<file path="src/rtl/jogador_automatico.sv">
// Auto-player for the memory game: records the sequence shown on leds and replays it on botoes.
// Optional JOGADOR_ERRO_INJETADO_EN adds a deliberate wrong-press injector for the replay.
module jogador_automatico #(
    parameter int MAX_JOGADAS = 16,
    parameter int HOLD_CYCLES = 3,
    parameter int GAP_CYCLES  = 2503
) (
    input  logic       clock,
    input  logic       reset,
    input  logic       habilitar,
    input  logic [3:0] leds,
    input  logic       vez_jogador,
    input  logic       nova_jogada,
    input  logic       modo2,
    input  logic [3:0] novo_valor,
`ifdef JOGADOR_ERRO_INJETADO_EN
    input  logic       injetar_erro,
    input  logic [4:0] indice_erro,
`endif
    output logic [3:0] botoes,
    output logic       ocupado,
    output logic       erro_captura,
    output logic [4:0] db_indice,
    output logic [3:0] db_estado
);

    localparam int IW   = $clog2(MAX_JOGADAS) + 1;
    localparam int AW   = (MAX_JOGADAS > 1) ? $clog2(MAX_JOGADAS) : 1;
    localparam int TMAX = (HOLD_CYCLES > GAP_CYCLES) ? HOLD_CYCLES : GAP_CYCLES;
    localparam int TW   = $clog2(TMAX + 1);

    localparam logic [IW-1:0] MAX_IDX  = IW'(MAX_JOGADAS);
    localparam logic [TW-1:0] HOLD_END = TW'(HOLD_CYCLES - 1);
    localparam logic [TW-1:0] GAP_END  = TW'(GAP_CYCLES - 1);

    typedef enum logic [3:0] {
        OCIOSO         = 4'd0,
        CAPTURA        = 4'd1,
        PRESSIONA      = 4'd2,
        INTERVALO      = 4'd3,
        ESPERA_NOVA    = 4'd4,
        PRESSIONA_NOVA = 4'd5,
        INTERVALO_NOVA = 4'd6
    } estado_t;

    logic          habilitar_reg, vez_reg, vez_prev_reg, nova_reg, modo2_in_reg;
    logic [3:0]    leds_reg, leds_prev_reg, novo_reg;
    estado_t       state_reg, state_next;
    logic [TW-1:0] timer_reg, timer_next;
    logic [IW-1:0] cap_reg, cap_next, rep_reg, rep_next, rep_inc;
    logic [3:0]    botoes_reg, botoes_next;
    logic          erro_reg, erro_next, modo_reg, modo_next;

    logic [3:0]    buffer_mem [MAX_JOGADAS];
    logic          wr_en;
    logic [AW-1:0] wr_addr, rd_addr;
    logic [3:0]    wr_data, rd_raw, press_val;
    logic          leds_edge, vez_edge;

    function automatic logic is_one_hot(input logic [3:0] v);
        return (v != 4'd0) && ((v & (v - 4'd1)) == 4'd0);
    endfunction

    always_ff @(posedge clock or negedge reset) begin
        if (!reset) begin
            habilitar_reg <= 1'b0;
            leds_reg      <= 4'd0;
            leds_prev_reg <= 4'd0;
            vez_reg       <= 1'b0;
            vez_prev_reg  <= 1'b0;
            nova_reg      <= 1'b0;
            modo2_in_reg  <= 1'b0;
            novo_reg      <= 4'd0;
        end else begin
            habilitar_reg <= habilitar;
            leds_reg      <= leds;
            leds_prev_reg <= leds_reg;
            vez_reg       <= vez_jogador;
            vez_prev_reg  <= vez_reg;
            nova_reg      <= nova_jogada;
            modo2_in_reg  <= modo2;
            novo_reg      <= novo_valor;
        end
    end

`ifdef JOGADOR_ERRO_INJETADO_EN
    logic       injetar_reg;
    logic [4:0] indice_reg;

    always_ff @(posedge clock or negedge reset) begin
        if (!reset) begin
            injetar_reg <= 1'b0;
            indice_reg  <= 5'd0;
        end else begin
            injetar_reg <= injetar_erro;
            indice_reg  <= indice_erro;
        end
    end

    assign press_val = (injetar_reg && (5'(rd_addr) == indice_reg)) ?
                       {rd_raw[2:0], rd_raw[3]} : rd_raw;
`else
    assign press_val = rd_raw;
`endif

    // The buffer read feeds the botoes register directly, so the press value is registered.
    always_ff @(posedge clock) begin
        if (wr_en)
            buffer_mem[wr_addr] <= wr_data;
    end
    assign rd_raw = buffer_mem[rd_addr];

    assign leds_edge = (leds_prev_reg == 4'd0) && (leds_reg != 4'd0);
    assign vez_edge  = vez_reg && !vez_prev_reg;
    assign rep_inc   = (rep_reg < MAX_IDX) ? rep_reg + IW'(1) : rep_reg;

    always_comb begin
        state_next  = state_reg;
        timer_next  = timer_reg;
        cap_next    = cap_reg;
        rep_next    = rep_reg;
        botoes_next = botoes_reg;
        erro_next   = erro_reg;
        modo_next   = modo_reg;
        wr_en       = 1'b0;
        wr_addr     = cap_reg[AW-1:0];
        wr_data     = leds_reg;
        rd_addr     = '0;

        if (!habilitar_reg) begin
            state_next  = OCIOSO;
            botoes_next = 4'd0;
            timer_next  = '0;
            cap_next    = '0;
            rep_next    = '0;
        end else begin
            case (state_reg)
                OCIOSO: begin
                    modo_next   = modo2_in_reg;
                    cap_next    = '0;
                    rep_next    = '0;
                    timer_next  = '0;
                    botoes_next = 4'd0;
                    state_next  = CAPTURA;
                end
                CAPTURA: begin
                    botoes_next = 4'd0;
                    if (leds_edge) begin
                        if (is_one_hot(leds_reg) && (cap_reg < MAX_IDX)) begin
                            wr_en    = 1'b1;
                            cap_next = cap_reg + IW'(1);
                        end else begin
                            erro_next = 1'b1;
                        end
                    end
                    if (vez_edge) begin
                        rep_next   = '0;
                        timer_next = '0;
                        if (cap_reg != '0) begin
                            state_next  = PRESSIONA;
                            botoes_next = press_val;
                        end else if (modo_reg) begin
                            state_next = ESPERA_NOVA;
                        end
                    end
                end
                PRESSIONA: begin
                    if (timer_reg == HOLD_END) begin
                        timer_next  = '0;
                        botoes_next = 4'd0;
                        state_next  = INTERVALO;
                    end else begin
                        timer_next = timer_reg + TW'(1);
                    end
                end
                INTERVALO: begin
                    if (timer_reg == GAP_END) begin
                        timer_next = '0;
                        rep_next   = rep_inc;
                        if (rep_inc < cap_reg) begin
                            rd_addr     = rep_inc[AW-1:0];
                            botoes_next = press_val;
                            state_next  = PRESSIONA;
                        end else if (modo_reg) begin
                            state_next = ESPERA_NOVA;
                        end else begin
                            cap_next   = '0;
                            state_next = CAPTURA;
                        end
                    end else begin
                        timer_next = timer_reg + TW'(1);
                    end
                end
                ESPERA_NOVA: begin
                    if (nova_reg) begin
                        botoes_next = novo_reg;
                        timer_next  = '0;
                        state_next  = PRESSIONA_NOVA;
                    end else if (!vez_reg && !vez_prev_reg) begin
                        state_next = CAPTURA;
                    end
                end
                PRESSIONA_NOVA: begin
                    if (timer_reg == HOLD_END) begin
                        timer_next  = '0;
                        botoes_next = 4'd0;
                        state_next  = INTERVALO_NOVA;
                        if (cap_reg < MAX_IDX) begin
                            wr_en    = 1'b1;
                            wr_data  = botoes_reg;
                            cap_next = cap_reg + IW'(1);
                        end else begin
                            erro_next = 1'b1;
                        end
                    end else begin
                        timer_next = timer_reg + TW'(1);
                    end
                end
                INTERVALO_NOVA: begin
                    if (timer_reg == GAP_END) begin
                        timer_next = '0;
                        rep_next   = '0;
                        if (vez_reg) begin
                            botoes_next = press_val;
                            state_next  = PRESSIONA;
                        end else begin
                            state_next = CAPTURA;
                        end
                    end else begin
                        timer_next = timer_reg + TW'(1);
                    end
                end
                default: begin
                    state_next  = OCIOSO;
                    botoes_next = 4'd0;
                end
            endcase
        end
    end

    always_ff @(posedge clock or negedge reset) begin
        if (!reset) begin
            state_reg  <= OCIOSO;
            timer_reg  <= '0;
            cap_reg    <= '0;
            rep_reg    <= '0;
            botoes_reg <= 4'd0;
            erro_reg   <= 1'b0;
            modo_reg   <= 1'b0;
        end else begin
            state_reg  <= state_next;
            timer_reg  <= timer_next;
            cap_reg    <= cap_next;
            rep_reg    <= rep_next;
            botoes_reg <= botoes_next;
            erro_reg   <= erro_next;
            modo_reg   <= modo_next;
        end
    end

    // Capture states show the capture index; replay states show the replay index.
    assign db_indice    = ((state_reg == OCIOSO) || (state_reg == CAPTURA)) ? 5'(cap_reg) : 5'(rep_reg);
    assign botoes       = botoes_reg;
    assign ocupado      = (state_reg != OCIOSO);
    assign erro_captura = erro_reg;
    assign db_estado    = state_reg;

endmodule

</file>
<file path="config.mk">
export PLATFORM = sky130hd
export DESIGN_NAME = jogador_automatico
export DESIGN_NICKNAME = d
export VERILOG_FILES = /design/src/rtl/jogador_automatico.sv
export SDC_FILE = /design/constraint.sdc
export NUM_CORES = 1
export LEC_CHECK = 0
export CAP_MARGIN = 5
export CORE_ASPECT_RATIO = 0.9
export CORE_UTILIZATION = 40
export DETAILED_ROUTE_END_ITERATION = 6
export DONT_BUFFER_PORTS = 1
export PLACE_DENSITY = 0.58
export SETUP_SLACK_MARGIN = 0.15
export SYNTH_ARGS = -nofsm -noshare
export SYNTH_HDL_FRONTEND = slang
export SYNTH_SLANG_ARGS = --single-unit
</file>
<file path="constraint.sdc">
create_clock -name clock -period 5.2 [get_ports clock]
set_input_delay 0.78 -clock clock [delete_from_list [all_inputs] [get_ports clock]]
set_output_delay 0.78 -clock clock [all_outputs]
set_load 0.02 [all_outputs]
</file>
==> summary.txt <==
Run status
  • Outcome: complete, no violations

Logic synthesis
  • Cell Area, Synth: 5419 um^2
  • Syn Nets: 486
  • Post-synth cell types: 60
  • Commonest cells in the netlist: edfxtp_1 (64), dfrtp_1 (48), nor2_1 (39)
  • Count leader, synth: edfxtp_1
  • Area contributors post-synth: edfxtp_1 (35%), dfrtp_1 (22%), mux2i_1 (5.7%), mux2_2 (3.1%), o21ai_0 (3.0%)
  • Synth Warn #: 0
  • Ys flop type: edfxtp_1
  • Register area share after synthesis: 0.5763
  • Leading area contributor after synthesis: edfxtp_1
  • FFs w/ async S/R, synth: 0.4286
  • Post-synth EDFFs: 64
  • Seq cells post-synth: 112
  • Post-synth top area share: 0.3547
  • Syn Inst Count: 460
  • Post-Syn Area per Cell: 11.78 um^2

Power
  • Max VDD drop: 149.8 uV
  • Static leakage: 0.002063 uW
  • Power per cell area: 364.7 nW/um^2

Global route
  • Vias in the first global route: 3523
  • Initial antenna violation count: 0
  • All-layer global routing usage: 0.1873
  • Largest net degree at the start of global routing: 49
  • Total gr overflow: 0
  • Global-route wire length before repair: 19980 um

Timing
  • Unrepaired setup endpoints after global routing: false
  • Setup WS post-layout: 996.2 ps
  • Final hold slack: 111.4 ps
  • Worst Tran Pin Value: 999.6 ps
  • Rel. slew slack: 0.3286
  • Final setup fails: 0
  • Final Cycle Share: 0.8084
  • Final max-slew violation count: 0
  • Achievable Freq: 0.2379 GHz
  • Final Hold Fails: 0
  • Sum of negative setup slack: 0 ps
  • Post-layout min period: 4204 ps
  • Worst Skew: 9.129 ps

Route
  • Via Count: 3607
  • Routed len/inst: 19.54 um
  • First drt pass iteration count: 5
  • Antenna-violating nets left: 0
  • DR iter-0 viols: 227
  • DRC: 0
  • DRT Wirelength: 12310 um
  • Vias per inst: 5.725

Setup path
  • Worst EP arrival: 4490 ps
  • Kind of critical path: reg2reg
  • Critical path depth: 11
  • CP bufs+invs: 1
  • Slowest Stage Delay on Critical Path: 770 ps
  • Worst path slowest cell: o21ai_0
  • Crit. Startpoint: rep_reg[4]$_DFFE_PN0P_
  • Crit. End Element: flip-flop
  • Worst-path fanout max: 9
  • Setup crit end: cap_reg[3]$_DFFE_PN0P_
  • Reg-to-reg startpoint: rep_reg[4]$_DFFE_PN0P_
  • Critical path, cell by cell: nand4b_1, xor2_1, clkinv_1, ha_1, nand2_1, o21ai_0, or2_0, o2bb2ai_1, o31ai_2, or4_1, a21oi_1
  • Largest delay share family, worst path: compound AO/OA/AOI/OAI gates
  • Reg2reg path depth: 11
  • Reg2Reg Setup Slack: 1000 ps
  • Crit path required time: 5490 ps
  • R2R Path End: cap_reg[3]$_DFFE_PN0P_
  • Critical Path Source Type: flip-flop

Floorplanning
  • Initial core utilization: 0.4191
  • Die ar.: 14020 um^2
  • Core area: 12930 um^2
  • Io pins: 29
  • Die height: 112.4 um
  • Site Rows: 39
  • Horiz. Die Dim: 124.7 um

Placement
  • Detail Placement HPWL: 8626 um
  • PortBufs: 0
  • GP Congestion: 0.8555
  • Pre-CTS WS: 1084 ps

Cells and area
  • Number of flip-flops in the largest register: 64
  • # nets final: 487
  • Antenna diodes: 0
  • Layout Utilization: 0.4572
  • Share of layout cells above drive strength 1: 0.1073
  • Syn-to-layout area delta: 9.097%

Clocking
  • CTS hold repair buffers: 0
  • CTS Buf Count: 9
  • TritonCTS clock tree: done
  • Clk sink count: 112
  • # H-tree levels: 3
  • PostCTS Resize Cnt: 0
  • Clock tree buffer depth: 2
  • Setup Fix Bufs, Post-CTS: 0
  • Clock Tree Root: clkbuf_16
  • Worst-path clk slew: 80 ps
  • Clk_lat worst skew: 360 ps

Worst hold path
  • HP Class: in2async

Flow run
  • Number of max-cap violations: 0
## where the power goes
part	switching, uW	internal (uW)	total (uW)
Clock	313	414	727
Sequential	78.1	972	1050
Combinational	252	127	379
Total	643	1510	2160
## through the flow
stage	total power [uW]	area (um^2)	cells
2_1_floorplan	1346	5419	460
5_1_grt	2248	5912	630
3_5_place_dp	1441	5595	614
3_3_place_gp	1439	5595	614
6_report	2156	5912	630
4_1_cts	2170	5912	630
## how the worst min path moves through the flow
stage	start	endpoint
after floorplan	leds_reg[3]$_DFF_PN0_	leds_prev_reg[3]$_DFF_PN0_
after global placement	leds_reg[3]$_DFF_PN0_	leds_prev_reg[3]$_DFF_PN0_
after detailed placement	leds_reg[3]$_DFF_PN0_	leds_prev_reg[3]$_DFF_PN0_
after CTS	reset	rep_reg[0]$_DFFE_PN0P_
after global routing	reset	timer_reg[1]$_DFFE_PN0P_
final	reset	modo_reg$_DFFE_PN0P_
## area by class of cell
type	instances	area (um^2)
clock buffers	11	264.0
fillers	1169	7019
well taps	164	205.2
clock inverters	5	52.55
inverters	20	75.07
repair buffers	6	45.04
multi-input cells	312	2147
flip-flops and latches	112	3123
## cell usage in the layout (no fill, tap or decap), types with 2 or more instances in the layout
cell and n:
a211o_1 2, a21oi_1 20, a22oi_1 8, a31oi_1 3, and3_1 4, and4_1 3, buf_4 6, clkbuf_16 10
dfrtp_1 48, edfxtp_1 64, ha_1 12, inv_1 20, mux2_2 15, mux2i_1 31, nand2_1 32, nand2b_1 6
nand3_1 17, nand4_1 6, nand4b_1 2, nor2_1 39, nor2b_1 6, nor3_1 9, nor4_1 3, nor4_2 2
nor4_4 3, o21a_1 2, o21ai_0 32, o21ai_1 5, o221ai_1 2, o22ai_1 3, o31ai_1 7, o41ai_1 2
or3_1 2, or4_1 5, or4_4 2, xor2_1 5
## metal layers
| layer | track usage | vias up | wire [um] |
|---|---|---|---|
| met5 | 0 | - | 0 |
| met4 | 0.05221 | 0 | 93 |
| met3 | 0.04862 | 7 | 778 |
| met2 | 0.2744 | 99 | 5452 |
| met1 | 0.2734 | 1785 | 5988 |
| li1 | - | 1716 | - |
## logic make-up after synthesis
family	share of synthesized area
buffers and inverters	0.02909
adders and majority gates	0.02955
DFF	0.5763
AOI/OAI and AO/OA	0.1111
xor gates and xnor gates	0.009697
and+or+nand+nor	0.1489
other	0.0006920
muxes	0.09467
(Power assumes the default switching activity.)
